$ cat src/rtl/tl_ad_channel_buffer_if.sv
// TileLink-UH A/D channel bundle for one link; master drives A and D-ready, slave drives D and A-ready.
interface tl_ad_channel_buffer_if;
  logic        a_valid;
  logic        a_ready;
  logic [2:0]  a_bits_opcode;
  logic [2:0]  a_bits_param;
  logic [2:0]  a_bits_size;
  logic [3:0]  a_bits_source;
  logic [31:0] a_bits_address;
  logic [7:0]  a_bits_mask;
  logic [63:0] a_bits_data;
  logic        a_bits_corrupt;

  logic        d_valid;
  logic        d_ready;
  logic [2:0]  d_bits_opcode;
  logic [1:0]  d_bits_param;
  logic [2:0]  d_bits_size;
  logic [3:0]  d_bits_source;
  logic [1:0]  d_bits_sink;
  logic        d_bits_denied;
  logic [63:0] d_bits_data;
  logic        d_bits_corrupt;

  modport master (
    output a_valid, a_bits_opcode, a_bits_param, a_bits_size, a_bits_source,
           a_bits_address, a_bits_mask, a_bits_data, a_bits_corrupt,
    input  a_ready,
    input  d_valid, d_bits_opcode, d_bits_param, d_bits_size, d_bits_source,
           d_bits_sink, d_bits_denied, d_bits_data, d_bits_corrupt,
    output d_ready
  );

  modport slave (
    input  a_valid, a_bits_opcode, a_bits_param, a_bits_size, a_bits_source,
           a_bits_address, a_bits_mask, a_bits_data, a_bits_corrupt,
    output a_ready,
    output d_valid, d_bits_opcode, d_bits_param, d_bits_size, d_bits_source,
           d_bits_sink, d_bits_denied, d_bits_data, d_bits_corrupt,
    input  d_ready
  );
endinterface

$ cat src/rtl/tl_ad_channel_buffer.sv
// Registered TileLink A/D channel buffer: independent DEPTH-entry FIFO per channel.
// Optional macro TL_AD_BUFFER_FLOW_EN enables flow-through of a beat when the FIFO is empty.

module tl_ad_fifo #(
  parameter int DEPTH = 2,
  parameter int WIDTH = 1
) (
  input  logic             clock,
  input  logic             reset,
  input  logic             in_valid_i,
  output logic             in_ready_o,
  input  logic [WIDTH-1:0] in_bits_i,
  output logic             out_valid_o,
  input  logic             out_ready_i,
  output logic [WIDTH-1:0] out_bits_o
);
  localparam int AW = $clog2(DEPTH);
  localparam int CW = AW + 1;
  localparam logic [CW-1:0] FULL_C = CW'(DEPTH);

  if (DEPTH < 2 || (DEPTH & (DEPTH - 1)) != 0) begin : g_depth_chk
    $error("tl_ad_fifo: DEPTH must be a power of two and at least 2");
  end

  logic [WIDTH-1:0] mem_q [DEPTH];
  logic [AW-1:0]    wptr_q, wptr_d;
  logic [AW-1:0]    rptr_q, rptr_d;
  logic [CW-1:0]    count_q, count_d;
  logic             empty, full, pass, push, pop;

  assign empty      = (count_q == '0);
  assign full       = (count_q == FULL_C);
  // Ready looks only at occupancy, never at out_ready, so no comb path crosses the buffer.
  assign in_ready_o = ~full;

`ifdef TL_AD_BUFFER_FLOW_EN
  assign pass        = empty & in_valid_i & out_ready_i;
  assign out_valid_o = ~empty | in_valid_i;
  assign out_bits_o  = empty ? in_bits_i : mem_q[rptr_q];
`else
  assign pass        = 1'b0;
  assign out_valid_o = ~empty;
  assign out_bits_o  = mem_q[rptr_q];
`endif

  // A bypassed beat is consumed in the same cycle and never touches storage or pointers.
  assign push = in_valid_i & in_ready_o & ~pass;
  assign pop  = out_valid_o & out_ready_i & ~pass;

  always_comb begin
    // NOTE: every always_comb output gets a default first so no path can infer a latch.
    wptr_d  = wptr_q;
    rptr_d  = rptr_q;
    count_d = count_q;
    if (push) wptr_d = wptr_q + 1'b1;
    if (pop)  rptr_d = rptr_q + 1'b1;
    unique case ({push, pop})
      2'b10:   count_d = count_q + 1'b1;
      2'b01:   count_d = count_q - 1'b1;
      default: count_d = count_q;
    endcase
  end

  // NOTE: sequential state uses non-blocking assignments so all registers update together.
  always_ff @(posedge clock or negedge reset) begin
    if (!reset) begin
      wptr_q  <= '0;
      rptr_q  <= '0;
      count_q <= '0;
    end else begin
      wptr_q  <= wptr_d;
      rptr_q  <= rptr_d;
      count_q <= count_d;
    end
  end

  // NOTE: storage is deliberately left out of reset; occupancy alone decides what is valid.
  always_ff @(posedge clock) begin
    if (push) mem_q[wptr_q] <= in_bits_i;
  end
endmodule

module tl_ad_channel_buffer #(
  parameter int DEPTH = 2
) (
  input  logic                   clock,
  input  logic                   reset,
  tl_ad_channel_buffer_if.slave  auto_in,
  tl_ad_channel_buffer_if.master auto_out
);
  localparam int AWIDTH = 118;
  localparam int DWIDTH = 80;

  logic [AWIDTH-1:0] a_in_bits, a_out_bits;
  logic [DWIDTH-1:0] d_in_bits, d_out_bits;

  // A channel: width widget -> crossbar.
  assign a_in_bits = {auto_in.a_bits_opcode, auto_in.a_bits_param, auto_in.a_bits_size,
                      auto_in.a_bits_source, auto_in.a_bits_address, auto_in.a_bits_mask,
                      auto_in.a_bits_data, auto_in.a_bits_corrupt};

  tl_ad_fifo #(.DEPTH(DEPTH), .WIDTH(AWIDTH)) u_a_fifo (
    .clock       (clock),
    .reset       (reset),
    .in_valid_i  (auto_in.a_valid),
    .in_ready_o  (auto_in.a_ready),
    .in_bits_i   (a_in_bits),
    .out_valid_o (auto_out.a_valid),
    .out_ready_i (auto_out.a_ready),
    .out_bits_o  (a_out_bits)
  );

  assign {auto_out.a_bits_opcode, auto_out.a_bits_param, auto_out.a_bits_size,
          auto_out.a_bits_source, auto_out.a_bits_address, auto_out.a_bits_mask,
          auto_out.a_bits_data, auto_out.a_bits_corrupt} = a_out_bits;

  // D channel: crossbar -> width widget.
  assign d_in_bits = {auto_out.d_bits_opcode, auto_out.d_bits_param, auto_out.d_bits_size,
                      auto_out.d_bits_source, auto_out.d_bits_sink, auto_out.d_bits_denied,
                      auto_out.d_bits_data, auto_out.d_bits_corrupt};

  tl_ad_fifo #(.DEPTH(DEPTH), .WIDTH(DWIDTH)) u_d_fifo (
    .clock       (clock),
    .reset       (reset),
    .in_valid_i  (auto_out.d_valid),
    .in_ready_o  (auto_out.d_ready),
    .in_bits_i   (d_in_bits),
    .out_valid_o (auto_in.d_valid),
    .out_ready_i (auto_in.d_ready),
    .out_bits_o  (d_out_bits)
  );

  assign {auto_in.d_bits_opcode, auto_in.d_bits_param, auto_in.d_bits_size,
          auto_in.d_bits_source, auto_in.d_bits_sink, auto_in.d_bits_denied,
          auto_in.d_bits_data, auto_in.d_bits_corrupt} = d_out_bits;
endmodule

$ cat src/flat_wrapper.sv
// flat-port wrapper written by rule: the top's interface ports become plain ports
module tl_ad_channel_buffer_flat 
#(
  parameter int DEPTH = 2
)
  (clock, reset, auto_in_a_valid, auto_in_a_bits_opcode, auto_in_a_bits_param, auto_in_a_bits_size, auto_in_a_bits_source, auto_in_a_bits_address, auto_in_a_bits_mask, auto_in_a_bits_data, auto_in_a_bits_corrupt, auto_in_a_ready, auto_in_d_valid, auto_in_d_bits_opcode, auto_in_d_bits_param, auto_in_d_bits_size, auto_in_d_bits_source, auto_in_d_bits_sink, auto_in_d_bits_denied, auto_in_d_bits_data, auto_in_d_bits_corrupt, auto_in_d_ready, auto_out_a_valid, auto_out_a_bits_opcode, auto_out_a_bits_param, auto_out_a_bits_size, auto_out_a_bits_source, auto_out_a_bits_address, auto_out_a_bits_mask, auto_out_a_bits_data, auto_out_a_bits_corrupt, auto_out_a_ready, auto_out_d_valid, auto_out_d_bits_opcode, auto_out_d_bits_param, auto_out_d_bits_size, auto_out_d_bits_source, auto_out_d_bits_sink, auto_out_d_bits_denied, auto_out_d_bits_data, auto_out_d_bits_corrupt, auto_out_d_ready);
  tl_ad_channel_buffer_if auto_in_i ();
  tl_ad_channel_buffer_if auto_out_i ();
  input  logic clock;
  input  logic reset;
  input wire logic [$bits(auto_in_i.a_valid)-1:0] auto_in_a_valid;
  input wire logic [$bits(auto_in_i.a_bits_opcode)-1:0] auto_in_a_bits_opcode;
  input wire logic [$bits(auto_in_i.a_bits_param)-1:0] auto_in_a_bits_param;
  input wire logic [$bits(auto_in_i.a_bits_size)-1:0] auto_in_a_bits_size;
  input wire logic [$bits(auto_in_i.a_bits_source)-1:0] auto_in_a_bits_source;
  input wire logic [$bits(auto_in_i.a_bits_address)-1:0] auto_in_a_bits_address;
  input wire logic [$bits(auto_in_i.a_bits_mask)-1:0] auto_in_a_bits_mask;
  input wire logic [$bits(auto_in_i.a_bits_data)-1:0] auto_in_a_bits_data;
  input wire logic [$bits(auto_in_i.a_bits_corrupt)-1:0] auto_in_a_bits_corrupt;
  output wire logic [$bits(auto_in_i.a_ready)-1:0] auto_in_a_ready;
  output wire logic [$bits(auto_in_i.d_valid)-1:0] auto_in_d_valid;
  output wire logic [$bits(auto_in_i.d_bits_opcode)-1:0] auto_in_d_bits_opcode;
  output wire logic [$bits(auto_in_i.d_bits_param)-1:0] auto_in_d_bits_param;
  output wire logic [$bits(auto_in_i.d_bits_size)-1:0] auto_in_d_bits_size;
  output wire logic [$bits(auto_in_i.d_bits_source)-1:0] auto_in_d_bits_source;
  output wire logic [$bits(auto_in_i.d_bits_sink)-1:0] auto_in_d_bits_sink;
  output wire logic [$bits(auto_in_i.d_bits_denied)-1:0] auto_in_d_bits_denied;
  output wire logic [$bits(auto_in_i.d_bits_data)-1:0] auto_in_d_bits_data;
  output wire logic [$bits(auto_in_i.d_bits_corrupt)-1:0] auto_in_d_bits_corrupt;
  input wire logic [$bits(auto_in_i.d_ready)-1:0] auto_in_d_ready;
  output wire logic [$bits(auto_out_i.a_valid)-1:0] auto_out_a_valid;
  output wire logic [$bits(auto_out_i.a_bits_opcode)-1:0] auto_out_a_bits_opcode;
  output wire logic [$bits(auto_out_i.a_bits_param)-1:0] auto_out_a_bits_param;
  output wire logic [$bits(auto_out_i.a_bits_size)-1:0] auto_out_a_bits_size;
  output wire logic [$bits(auto_out_i.a_bits_source)-1:0] auto_out_a_bits_source;
  output wire logic [$bits(auto_out_i.a_bits_address)-1:0] auto_out_a_bits_address;
  output wire logic [$bits(auto_out_i.a_bits_mask)-1:0] auto_out_a_bits_mask;
  output wire logic [$bits(auto_out_i.a_bits_data)-1:0] auto_out_a_bits_data;
  output wire logic [$bits(auto_out_i.a_bits_corrupt)-1:0] auto_out_a_bits_corrupt;
  input wire logic [$bits(auto_out_i.a_ready)-1:0] auto_out_a_ready;
  input wire logic [$bits(auto_out_i.d_valid)-1:0] auto_out_d_valid;
  input wire logic [$bits(auto_out_i.d_bits_opcode)-1:0] auto_out_d_bits_opcode;
  input wire logic [$bits(auto_out_i.d_bits_param)-1:0] auto_out_d_bits_param;
  input wire logic [$bits(auto_out_i.d_bits_size)-1:0] auto_out_d_bits_size;
  input wire logic [$bits(auto_out_i.d_bits_source)-1:0] auto_out_d_bits_source;
  input wire logic [$bits(auto_out_i.d_bits_sink)-1:0] auto_out_d_bits_sink;
  input wire logic [$bits(auto_out_i.d_bits_denied)-1:0] auto_out_d_bits_denied;
  input wire logic [$bits(auto_out_i.d_bits_data)-1:0] auto_out_d_bits_data;
  input wire logic [$bits(auto_out_i.d_bits_corrupt)-1:0] auto_out_d_bits_corrupt;
  output wire logic [$bits(auto_out_i.d_ready)-1:0] auto_out_d_ready;
  assign auto_in_i.a_valid = auto_in_a_valid;
  assign auto_in_i.a_bits_opcode = auto_in_a_bits_opcode;
  assign auto_in_i.a_bits_param = auto_in_a_bits_param;
  assign auto_in_i.a_bits_size = auto_in_a_bits_size;
  assign auto_in_i.a_bits_source = auto_in_a_bits_source;
  assign auto_in_i.a_bits_address = auto_in_a_bits_address;
  assign auto_in_i.a_bits_mask = auto_in_a_bits_mask;
  assign auto_in_i.a_bits_data = auto_in_a_bits_data;
  assign auto_in_i.a_bits_corrupt = auto_in_a_bits_corrupt;
  assign auto_in_a_ready = auto_in_i.a_ready;
  assign auto_in_d_valid = auto_in_i.d_valid;
  assign auto_in_d_bits_opcode = auto_in_i.d_bits_opcode;
  assign auto_in_d_bits_param = auto_in_i.d_bits_param;
  assign auto_in_d_bits_size = auto_in_i.d_bits_size;
  assign auto_in_d_bits_source = auto_in_i.d_bits_source;
  assign auto_in_d_bits_sink = auto_in_i.d_bits_sink;
  assign auto_in_d_bits_denied = auto_in_i.d_bits_denied;
  assign auto_in_d_bits_data = auto_in_i.d_bits_data;
  assign auto_in_d_bits_corrupt = auto_in_i.d_bits_corrupt;
  assign auto_in_i.d_ready = auto_in_d_ready;
  assign auto_out_a_valid = auto_out_i.a_valid;
  assign auto_out_a_bits_opcode = auto_out_i.a_bits_opcode;
  assign auto_out_a_bits_param = auto_out_i.a_bits_param;
  assign auto_out_a_bits_size = auto_out_i.a_bits_size;
  assign auto_out_a_bits_source = auto_out_i.a_bits_source;
  assign auto_out_a_bits_address = auto_out_i.a_bits_address;
  assign auto_out_a_bits_mask = auto_out_i.a_bits_mask;
  assign auto_out_a_bits_data = auto_out_i.a_bits_data;
  assign auto_out_a_bits_corrupt = auto_out_i.a_bits_corrupt;
  assign auto_out_i.a_ready = auto_out_a_ready;
  assign auto_out_i.d_valid = auto_out_d_valid;
  assign auto_out_i.d_bits_opcode = auto_out_d_bits_opcode;
  assign auto_out_i.d_bits_param = auto_out_d_bits_param;
  assign auto_out_i.d_bits_size = auto_out_d_bits_size;
  assign auto_out_i.d_bits_source = auto_out_d_bits_source;
  assign auto_out_i.d_bits_sink = auto_out_d_bits_sink;
  assign auto_out_i.d_bits_denied = auto_out_d_bits_denied;
  assign auto_out_i.d_bits_data = auto_out_d_bits_data;
  assign auto_out_i.d_bits_corrupt = auto_out_d_bits_corrupt;
  assign auto_out_d_ready = auto_out_i.d_ready;
  tl_ad_channel_buffer #(.DEPTH(DEPTH)) u_core (.clock(clock), .reset(reset), .auto_in(auto_in_i), .auto_out(auto_out_i));
endmodule
$ cat config.mk
export PLATFORM = sky130hd
export DESIGN_NAME = tl_ad_channel_buffer_flat
export DESIGN_NICKNAME = d
export VERILOG_FILES = /design/src/rtl/tl_ad_channel_buffer_if.sv /design/src/rtl/tl_ad_channel_buffer.sv /design/src/flat_wrapper.sv
export SDC_FILE = /design/constraint.sdc
export NUM_CORES = 1
export LEC_CHECK = 0
export CAP_MARGIN = 20
export CORE_ASPECT_RATIO = 1.25
export CORE_MARGIN = 5
export CORE_UTILIZATION = 53
export CTS_CLUSTER_SIZE = 20
export DETAILED_ROUTE_END_ITERATION = 16
export PLACE_DENSITY_LB_ADDON = 0.1
export SLEW_MARGIN = 20
export SYNTH_ARGS = -nofsm -noshare
export SYNTH_HDL_FRONTEND = slang
export SYNTH_HIERARCHICAL = 1
export SYNTH_SLANG_ARGS = --single-unit
export TNS_END_PERCENT = 20
$ cat constraint.sdc
create_clock -name clock -period 11.5 [get_ports clock]
set_clock_uncertainty 0.1 [all_clocks]
set_input_delay 1.15 -clock clock [delete_from_list [all_inputs] [get_ports clock]]
set_output_delay 1.15 -clock clock [all_outputs]
set_load 0.01 [all_outputs]
==> metrics.yaml <==
place.gp.congestion: 0.822
tns_ps: 0
synth-seq-cells: 404
gr-total-overflow: 0
mostFrequentLayoutCell: "clkdlybuf4s50_1"
required_ps: 10250
row_count: 70
maxSlewViolCount: 0
drtIter0Drc: 452
die_h_um: 202
cts_buffers: 39
drive_gt1_share_pct: 23.9
critPathMaxFanout: 63
grt_max_degree: 84
ys_seq_area_share_pct: 77.5
ant_nets: 0
irDropWorstVdd_mv: 0.170
initial_utilization_pct: 53.5
nNetsFinal: 1287
status: "completed"
rsz0062_at_grt: "no"
grt_antenna_before_repair: 8
wire_per_inst_um: 22.0
path_cells: "buf_6, buf_4, mux2_2, clkdlybuf4s50_1"
worstHoldStart: "u_core/u_a_fifo/count_q[1]"
post_cts_resized: 0
cpPeakStageDelay_ps: 850
h-tree-depth: 2
cp_slowest_cell: "buf_4"
final_area_mm2: 0.0210
worst-endpoint-arrival_ps: 3330
die_x_um: 163
grtUsageTotal_pct: 19.7
drc: 0
netlist_area_mm2: 0.0156
post-route-min-period_ps: 4580
final-setup-viol-count: 0
yosys.area.top_type: "edfxtp_1"
hold_depth: 1
netlist.area_leader.share_pct: 76.2
hold_path_class: "flip-flop to flip-flop"
ios: 406
finalHoldViolations: 0
power.density_mw_per_mm2: 250
endpoint_kind: "output pin"
area_growth_pct: 34.8
rr_worst_depth: 4
cts_tree: "yes"
cts.clk_slew.worst_paths_ps: 50
final_util_pct: 72.1
syn_inst: 650
dr_total_vias: 7518
syn-num-nets: 856
grt_pass1_vias: 8122
max_slew_margin_pct: 25.4
start_kind: "flip-flop"
viasPerCell: 4.99
maxCapViolations: 0
clock_latency_ps: 520
portBuffers: 405
fin_cells: 1508
dieArea_mm2: 0.0330
reg2reg_from: "u_core/u_a_fifo/count_q[0]"
routed_wl_um: 33200
cts_sinks: 404
tightest_slew_ps: 1120
cts_post_setup_buffers_inserted: 0
path_class: "flip-flop to output pin"
layout_common_cells: "clkdlybuf4s50_1, edfxtp_1, mux2_4"
yosysWarnings: 6
cts_buffer_depth: 3
netlist_top_cells_area: "edfxtp_1, mux2_4, buf_12"
dp_cells: 1436
grt_pass1_wl_um: 48500
leakage_nw: 7.60
holdBufCountCts: 0
timing.final.crit_share_pct: 39.8
dr.pass1.iters: 4
fmaxAchievable_mhz: 218
hpwl_um: 23000
syn_area_per_cell_um2: 24.0
root_buffer: "clkbuf_16"
post_dp_cell_area_mm2: 0.0198
post_synth_num_cell_types: 16
crit_start: "u_core/u_a_fifo/rptr_q"
core-area_mm2: 0.0292
==> path summary, 6_finish.rpt <==
check / to / slack, ps
worst max-delay path: auto_out_a_bits_address[26] / 6920
worst min-delay path: u_core/u_a_fifo/count_q[1] / 400
worst max register to register: u_core/u_a_fifo/mem_q[0][5] / 8670
worst min register to register: u_core/u_a_fifo/count_q[1] / 400
max in group asynchronous: u_core/u_a_fifo/rptr_q / 10160
min in group asynchronous: u_core/u_d_fifo/count_q[0] / 820
==> kinds of logic (layout without fill, tap and decap cells) <==
group / Yosys count / in the layout / synth area share [%]
DFF: 404 / 404 / 77.5
buffers and inverters: 22 / 479 / 2.68
adders and majority gates: 2 / 2 / 0.160
muxes: 198 / 198 / 18.6
and+or+nand+nor: 14 / 14 / 0.497
other: 0 / 5 / 0
xor gates and xnor gates: 10 / 10 / 0.562
==> power breakdown <==
group          internal, mW  switching (mW)  total (mW)
Clock                 0.670           0.499        1.17
Combinational          1.13           0.815        1.95
Sequential             2.02           0.128        2.15
Total                  3.82            1.44        5.26
==> layer usage <==
metal | track usage (%) | vias to the layer above | share of wire (%)
li1 | - | 3449 | -
met1 | 19.8 | 3705 | 32
met2 | 34.6 | 302 | 53
met3 | 10.3 | 54 | 12
met4 | 6.89 | 8 | 2.7
met5 | 0 | - | 0.14
==> area by class of cell <==
| type | instances | area, um2 |
|---|---|---|
| clock inverter | 19 | 115 |
| timing repair buffer | 412 | 4130 |
| sequential | 404 | 12100 |
| clock buffer | 48 | 1050 |
| multi-input combinational | 224 | 3110 |
| tap | 396 | 495 |
| antenna | 5 | 12.5 |
| fill | 1830 | 8140 |
==> state kept, by name, indices dropped and copies added (netlist names) <==
signal	flops
u_core/u_a_fifo/count_q	2
u_core/u_d_fifo/count_q	2
u_core/u_d_fifo/mem_q	160
u_core/u_a_fifo/mem_q	236
u_core/u_d_fifo/wptr_q	1
u_core/u_a_fifo/rptr_q	1
u_core/u_d_fifo/rptr_q	1
u_core/u_a_fifo/wptr_q	1
==> stage by stage <==
step	setup WS, ps	hold WS [ps]	power (mW)
floorplan	4650	356	3.38
global placement	7170	373	4.12
detailed placement	7120	398	4.15
CTS	6580	408	5.34
global route	6750	441	5.50
finish	6920	404	5.26
==> cell usage after synthesis <==
cell type and count:
or2_1 2, ha_1 2, buf_6 2, and3_1 2, edfxtp_1 396, nand2b_1 2
mux2_4 178, and2_4 2, xor2_1 4, xnor2_1 6, buf_12 19, buf_8 1
nor2_1 4, dfrtp_1 8, nand2_1 2, mux2_2 20
==> worst max-delay path, delay by kind of cell, from the launching register on <==
family                 cells  cell delay (ps)
buffers and inverters      3             1960
muxes                      1              410
DFF                        1              400
No activity file was read; power rests on OpenSTA's default activity.
